<file path="src/rtl/usb_bit_stuffer_if.sv">
// Serial link between the CRC stage (master), the bit stuffer (slave) and the
// NRZI encoder that consumes the stuffed stream.
interface usb_bit_stuffer_if #(
    parameter int CNT_W = 8
);
    logic             s_in;
    logic             start_b;
    logic             endb;
    logic             pause;
    logic             s_out;
    logic             valid_out;
    logic             start_n;
    logic             end_n;
    logic [CNT_W-1:0] stuff_cnt;

    modport master (
        output s_in, start_b, endb,
        input  pause, s_out, valid_out, start_n, end_n, stuff_cnt
    );

    modport slave (
        input  s_in, start_b, endb,
        output pause, s_out, valid_out, start_n, end_n, stuff_cnt
    );
endinterface

</file>
<file path="src/rtl/usb_bit_stuffer.sv">
// USB transmit bit stuffer: inserts a 0 after every MAX_ONES consecutive 1s,
// stalls the upstream stage via pause, and frames the stream for NRZI.
module usb_bit_stuffer #(
    parameter int MAX_ONES = 6,
    parameter int CNT_W    = 8
) (
    input  logic               clk,
    input  logic               rst,
    usb_bit_stuffer_if.slave   bus
);
    localparam int RUN_W = $clog2(MAX_ONES + 1);
    localparam logic [RUN_W-1:0] RUN_MAX = MAX_ONES[RUN_W-1:0];

    typedef enum logic [1:0] {
        S_IDLE,
        S_ACTIVE,
        S_END
    } state_t;

    state_t           state, state_nx;
    logic [RUN_W-1:0] ones_cnt, ones_nx;
    logic             end_pend, end_pend_nx;
    logic             first, first_nx;
    logic             s_out_q, s_out_nx;
    logic             valid_q, valid_nx;
    logic             start_q, start_nx;
    logic             end_q, end_nx;
    logic [CNT_W-1:0] stuff_q, stuff_nx;
    logic             stuffing;

    always_comb begin
        state_nx    = state;
        ones_nx     = ones_cnt;
        end_pend_nx = end_pend;
        first_nx    = first;
        s_out_nx    = 1'b0;
        valid_nx    = 1'b0;
        start_nx    = 1'b0;
        end_nx      = 1'b0;
        stuff_nx    = stuff_q;
        stuffing    = 1'b0;

        case (state)
            S_IDLE: begin
                if (bus.start_b) begin
                    state_nx    = S_ACTIVE;
                    ones_nx     = '0;
                    stuff_nx    = '0;
                    first_nx    = 1'b1;
                    end_pend_nx = 1'b0;
                end
            end

            S_ACTIVE: begin
                if (bus.start_b) begin
                    // Restart abandons the current packet silently: no end_n.
                    ones_nx     = '0;
                    stuff_nx    = '0;
                    first_nx    = 1'b1;
                    end_pend_nx = 1'b0;
                end else if (ones_cnt == RUN_MAX) begin
                    // Stuff bit wins over endb so a trailing run is still closed.
                    stuffing = 1'b1;
                    valid_nx = 1'b1;
                    start_nx = first;
                    first_nx = 1'b0;
                    ones_nx  = '0;
                    if (~&stuff_q)
                        stuff_nx = stuff_q + 1'b1;
                    if (bus.endb)
                        end_pend_nx = 1'b1;
                end else if (end_pend || bus.endb) begin
                    // end_n is registered on entry so it is high during END,
                    // one cycle after the last valid bit.
                    state_nx = S_END;
                    end_nx   = 1'b1;
                end else begin
                    s_out_nx = bus.s_in;
                    valid_nx = 1'b1;
                    start_nx = first;
                    first_nx = 1'b0;
                    ones_nx  = bus.s_in ? ones_cnt + 1'b1 : '0;
                end
            end

            S_END: begin
                end_pend_nx = 1'b0;
                state_nx    = S_IDLE;
            end

            default: state_nx = S_IDLE;
        endcase
    end

    always_ff @(posedge clk or posedge rst) begin
        if (rst) begin
            state    <= S_IDLE;
            ones_cnt <= '0;
            end_pend <= 1'b0;
            first    <= 1'b0;
            s_out_q  <= 1'b0;
            valid_q  <= 1'b0;
            start_q  <= 1'b0;
            end_q    <= 1'b0;
            stuff_q  <= '0;
        end else begin
            state    <= state_nx;
            ones_cnt <= ones_nx;
            end_pend <= end_pend_nx;
            first    <= first_nx;
            s_out_q  <= s_out_nx;
            valid_q  <= valid_nx;
            start_q  <= start_nx;
            end_q    <= end_nx;
            stuff_q  <= stuff_nx;
        end
    end

    assign bus.pause     = stuffing;
    assign bus.s_out     = s_out_q;
    assign bus.valid_out = valid_q;
    assign bus.start_n   = start_q;
    assign bus.end_n     = end_q;
    assign bus.stuff_cnt = stuff_q;

    // A stuff bit always resets the run, so pause can never repeat back-to-back.
    a_pause_single: assert property (@(posedge clk) disable iff (rst)
        bus.pause |=> !bus.pause);
    a_pause_active: assert property (@(posedge clk) disable iff (rst)
        bus.pause |-> state == S_ACTIVE);
endmodule
</file>
<file path="src/flat_wrapper.sv">
// flat-port wrapper written by rule: the top's interface ports become plain ports
module usb_bit_stuffer_flat 
#(
    parameter int MAX_ONES = 6,
    parameter int CNT_W    = 8
)
  (clk, rst, bus_s_in, bus_start_b, bus_endb, bus_pause, bus_s_out, bus_valid_out, bus_start_n, bus_end_n, bus_stuff_cnt);
  usb_bit_stuffer_if #(.CNT_W(CNT_W)) bus_i ();
  input  logic clk;
  input  logic rst;
  input wire logic [$bits(bus_i.s_in)-1:0] bus_s_in;
  input wire logic [$bits(bus_i.start_b)-1:0] bus_start_b;
  input wire logic [$bits(bus_i.endb)-1:0] bus_endb;
  output wire logic [$bits(bus_i.pause)-1:0] bus_pause;
  output wire logic [$bits(bus_i.s_out)-1:0] bus_s_out;
  output wire logic [$bits(bus_i.valid_out)-1:0] bus_valid_out;
  output wire logic [$bits(bus_i.start_n)-1:0] bus_start_n;
  output wire logic [$bits(bus_i.end_n)-1:0] bus_end_n;
  output wire logic [$bits(bus_i.stuff_cnt)-1:0] bus_stuff_cnt;
  assign bus_i.s_in = bus_s_in;
  assign bus_i.start_b = bus_start_b;
  assign bus_i.endb = bus_endb;
  assign bus_pause = bus_i.pause;
  assign bus_s_out = bus_i.s_out;
  assign bus_valid_out = bus_i.valid_out;
  assign bus_start_n = bus_i.start_n;
  assign bus_end_n = bus_i.end_n;
  assign bus_stuff_cnt = bus_i.stuff_cnt;
  usb_bit_stuffer #(.MAX_ONES(MAX_ONES), .CNT_W(CNT_W)) u_core (.clk(clk), .rst(rst), .bus(bus_i));
endmodule
</file>
<file path="config.mk">
export PLATFORM = sky130hd
export DESIGN_NAME = usb_bit_stuffer_flat
export DESIGN_NICKNAME = d
export VERILOG_FILES = /design/src/rtl/usb_bit_stuffer_if.sv /design/src/rtl/usb_bit_stuffer.sv /design/src/flat_wrapper.sv
export SDC_FILE = /design/constraint.sdc
export NUM_CORES = 1
export LEC_CHECK = 0
export ABC_AREA = 1
export BUFFER_PORTS_ARGS = -buffer_cell sky130_fd_sc_hd__buf_2
export CORE_MARGIN = 5
export CORE_UTILIZATION = 53
export CTS_CLUSTER_DIAMETER = 40
export CTS_CLUSTER_SIZE = 25
export DETAILED_ROUTE_END_ITERATION = 10
export PLACE_DENSITY = 0.81
export RECOVER_POWER = 50
export SETUP_SLACK_MARGIN = 0.4
export SLEW_MARGIN = 40
export SYNTH_ARGS = -nofsm -noshare
export SYNTH_HDL_FRONTEND = slang
export SYNTH_SLANG_ARGS = --single-unit
</file>
<file path="constraint.sdc">
create_clock -name clk -period 1.5 [get_ports clk]
set_input_delay 0.3 -clock clk [delete_from_list [all_inputs] [get_ports clk]]
set_output_delay 0.3 -clock clk [all_outputs]
set_load 0.02 [all_outputs]
</file>
==> out/qor.csv, run 1 <==
metric,value,unit
gp_congestion,0.8766,
grt_repair_worst_endpoint,u_core.bus.stuff_cnt[5]$_DFFE_PP0P_/D,
port_buffers,17,
stop_stage,5_1_grt,
ys_seq_area_share,47.26,%
yosysUniqueCellTypes,23,
yosysMostFrequentCell,nand2_1,
syn-cell-area,0.001006,sq mm
placed_cell_area,0.001195,sq mm
hpwl,1624,microns
synthArstFlopShare,100.0,%
synth_common_cells,"nand2_1 (35), dfrtp_1 (19), inv_1 (18), nor2_1 (10), o21ai_0 (9)",
synthCells,123,
cts_buffer_depth,2,
yosys-top-cells-area,"dfrtp_1 (47%), nand2_1 (13%), inv_1 (6.7%)",
die_y,53.57,microns
synth_top_area_share,47.26,%
cts-htree-levels,1,
cts_buffers,3,
antenna_found_initial,0,
clock_sinks,19,
yosysTopAreaCell,dfrtp_1,
ys.warnings.count,0,
cts_root_buffer,clkbuf_4,
grt_max_degree,12,
run.stop_error,[ERROR DPL-0033] detailed placement checks failed during check placement.,
synth_edf_count,0,
dp_cells,167,
die_w,53.57,microns
rows,15,
worstEndpointType,sequential cell input,
status,stopped before the end,
boundaryPins,18,
initial_utilization,57.02,%
ys_ff_latch,19,
syn_nets,131,
avgSynthCellArea,8.179,sq um
synthFlopType,dfrtp_1,
-- kinds of logic after synthesis --
group / Yosys count / share of synthesized area (%)
adders and majority gates: 3 / 3.732
AOI/OAI and AO/OA: 12 / 6.343
buffers and inverters: 20 / 7.711
and+or+nand+nor: 66 / 32.34
DFF: 19 / 47.26
xor gates and xnor gates: 3 / 2.612
-- per-stage QoR --
stage | utilization (%) | TNS [ns] | worst slack, ns | hold WS [ns]
after CTS | 88.58 | -0.04654 | -0.04654 | 0.3673
after detailed placement | 67.73 | 0 | 0.1071 | 0.2765
after global placement | 67.73 | 0 | 0.1677 | 0.2700
after floorplan | - | 0 | 0.1927 | 0.2510
-- timing repair --
| action | 4_1_cts |
|---|---|
| pin swaps | 11 |
| hold endpoints to repair | 8 |
| resized for setup | 56 |
| setup buffers | 20 |
| hold buffers | 1 |
| gates cloned | 1 |
| endpoints found under the setup margin | 29 |
==> inputs of run 2 (changes only) <==
Settings changed: CORE_AREA from default to 5 5 66 68, CORE_MARGIN 5 to default, CORE_UTILIZATION 53 to default, CTS_CLUSTER_DIAMETER 40 to default, CTS_CLUSTER_SIZE 25 to default, DIE_AREA from default to 0 0 71 73, PLACE_DENSITY 0.81 to default, PLACE_DENSITY_LB_ADDON from default to 0.15, SETUP_SLACK_MARGIN 0.4 to default.
==> out/qor.csv, run 2 <==
metric,value,unit
initial_utilization,26.48,%
ys_seq_area_share,47.26,%
syn-cell-area,0.001006,sq mm
fin_crit,1.490,ns
drc,0,
die_w,71,microns
switchingPower,377.3,uW
worstPathRequired,1.20,ns
intPower,840.3,uW
synthCells,123,
grt_pass1_vias,872,
rsz0062_at_grt,yes,
grt_max_degree,20,
core,0.003799,sq mm
worstPathMaxFanout,4,
period_share,99.31,%
ys_ff_latch,19,
power_frac_comb,22.8,%
ir_worst_vdd,0.3997,mV
die_y,73,microns
clk_pin_slew,0.08,ns
fmax,671.3,MHz
cts_buffers,3,
boundaryPins,18,
yosysTopAreaCell,dfrtp_1,
cts_buffer_depth,2,
endpoint_kind,primary output,
relSlewSlack,29.29,%
finClkSkew,0.003669,ns
drv_slew,0,
cp.arrival,1.19,ns
grt.overflow.total,0,
drtPass1Iterations,4,
dieArea,0.005183,sq mm
layout_commonest_cell,nand2_1,
diodes,0,
synthArstFlopShare,100.0,%
p_seq_share,46.6,%
drv_cap,0,
drt_iter0_markers,24,
clock_sinks,19,
cellPowerDensity,916.4,mW/mm^2
routedWlPerCell,11.27,microns
port_buffers,17,
worst_pin_slew,1.061,ns
clkLatencyLatePin,0.26,ns
synth_common_cells,"nand2_1 (35), dfrtp_1 (19), inv_1 (18), nor2_1 (10), o21ai_0 (9)",
power_frac_clock,30.6,%
cts_root_buffer,clkbuf_8,
timing.final.ws_setup,0.01037,ns
grt_pass1_wl,3939,microns
setup_violations,0,
crit_type,reg -> out,
avgSynthCellArea,8.179,sq um
gp_congestion,0.7477,
finalWirelength,2322,microns
yosys-top-cells-area,"dfrtp_1 (47%), nand2_1 (13%), inv_1 (6.7%)",
final_nets,165,
syn_nets,131,
p_sw_share,30.99,%
power_leakage,0.0006771,uW
vias_per_cell,4.345,
syn_to_final_growth,32.09,%
worst_setup_path_start_kind,flip-flop,
power,1218,uW
ant_nets,0,
cts_tree,done,
hpwl,1660,microns
hold_class,in -> async,
yosysUniqueCellTypes,23,
cts-htree-levels,1,
largest_reg_flops,8,
rows,23,
drive_above_1_share,30.77,%
vias,895,
ys.warnings.count,0,
tns,0,ns
synthFlopType,dfrtp_1,
status,"finished, final reports clean",
grtUsageTotal,9.728,%
synth_edf_count,0,
final_cell_mix,"nand2_1 (33), dfrtp_1 (19), inv_1 (18)",
synth_top_area_share,47.26,%
hold_viol,0,
antenna_found_initial,0,
yosysMostFrequentCell,nand2_1,
dpl_worst_slack,0.03697,ns
final_util,34.98,%
-- run 2: cell counts after synthesis --
No cell type changed its count.
-- run 2: cell families after synthesis --
kind of cell,share of synthesized area (%)
AOI/OAI and AO/OA,6.343
and+or+nand+nor,32.34
buffers and inverters,7.711
adders and majority gates,3.732
DFF,47.26
xor gates and xnor gates,2.612
-- run 2: timing repair --
action                     in CTS  in global routing
hold buffers                    0                  0
resized for setup               6                 10
setup endpoints to repair       1                  8
pin swaps                       4                  4
setup buffers                   5                  4
gates cloned                    0                  1
hold endpoints to repair        0                  0
-- run 2: power groups by stage --
stage	combinational, uW	clock, uW	sequential (uW)
finish	277	372	568
floorplan	127	0	599
CTS	262	380	567
detailed placement	214	0	579
global placement	214	0	579
global route	307	424	571
-- run 2: worst max-delay path, cell delays in order (launching register included) --
cell	delay, ns
dfrtp_1	0.41
inv_1	0.07
ha_1	0.15
nand2_2	0.08
nor2_4	0.10
buf_6	0.12
-- run 2: layout make-up --
type,instances,area (sq um)
fillers,419,2470
multi-input cells,85,499.2
flip-flops and latches,19,475.5
repair buffers,28,165.2
inverters,20,77.57
well taps,50,62.56
clock buffers,3,41.29
clock inverters,1,7.507
-- run 2: through the flow --
step	std cells	hold slack [ns]	area (sq um)
CTS	201	0.04886	1276
detailed placement	192	0.3381	1169
global placement	192	0.3361	1169
finish	206	0.3481	1329
global route	206	0.4488	1329
floorplan	123	0.2511	1006
-- run 2: worst paths after layout --
check / startpoint / endpoint / slack [ns] / cells after the start
setup / recovery: u_core.ones_cnt[0]$_DFFE_PP0P_ / bus_pause / 0.01 / 5
setup reg to reg: u_core.bus.stuff_cnt[0]$_DFFE_PP0P_ / u_core.bus.stuff_cnt[3]$_DFFE_PP0P_ / 0.08 / 8
hold reg to reg: u_core.ones_cnt[0]$_DFFE_PP0P_ / u_core.ones_cnt[0]$_DFFE_PP0P_ / 0.51 / 1
min in group clk: bus_start_b / u_core.bus.stuff_cnt[4]$_DFFE_PP0P_ / 0.44 / 4
max in group asynchronous: rst / u_core.end_pend$_DFFE_PP0P_ / 0.52 / 3
hold / removal: rst / u_core.bus.end_n$_DFF_PP0_ / 0.35 / 3
-- run 2: metal layers --
metal / global-route usage, % / part of all wire (%) / wire length [microns]
met1: 12.72 / 47 / 1092
met2: 15.04 / 46 / 1077
met3: 2.617 / 4.8 / 111
met4: 4.384 / 1.8 / 41
met5: 0 / 0 / 0
(Power assumes the default switching activity.)
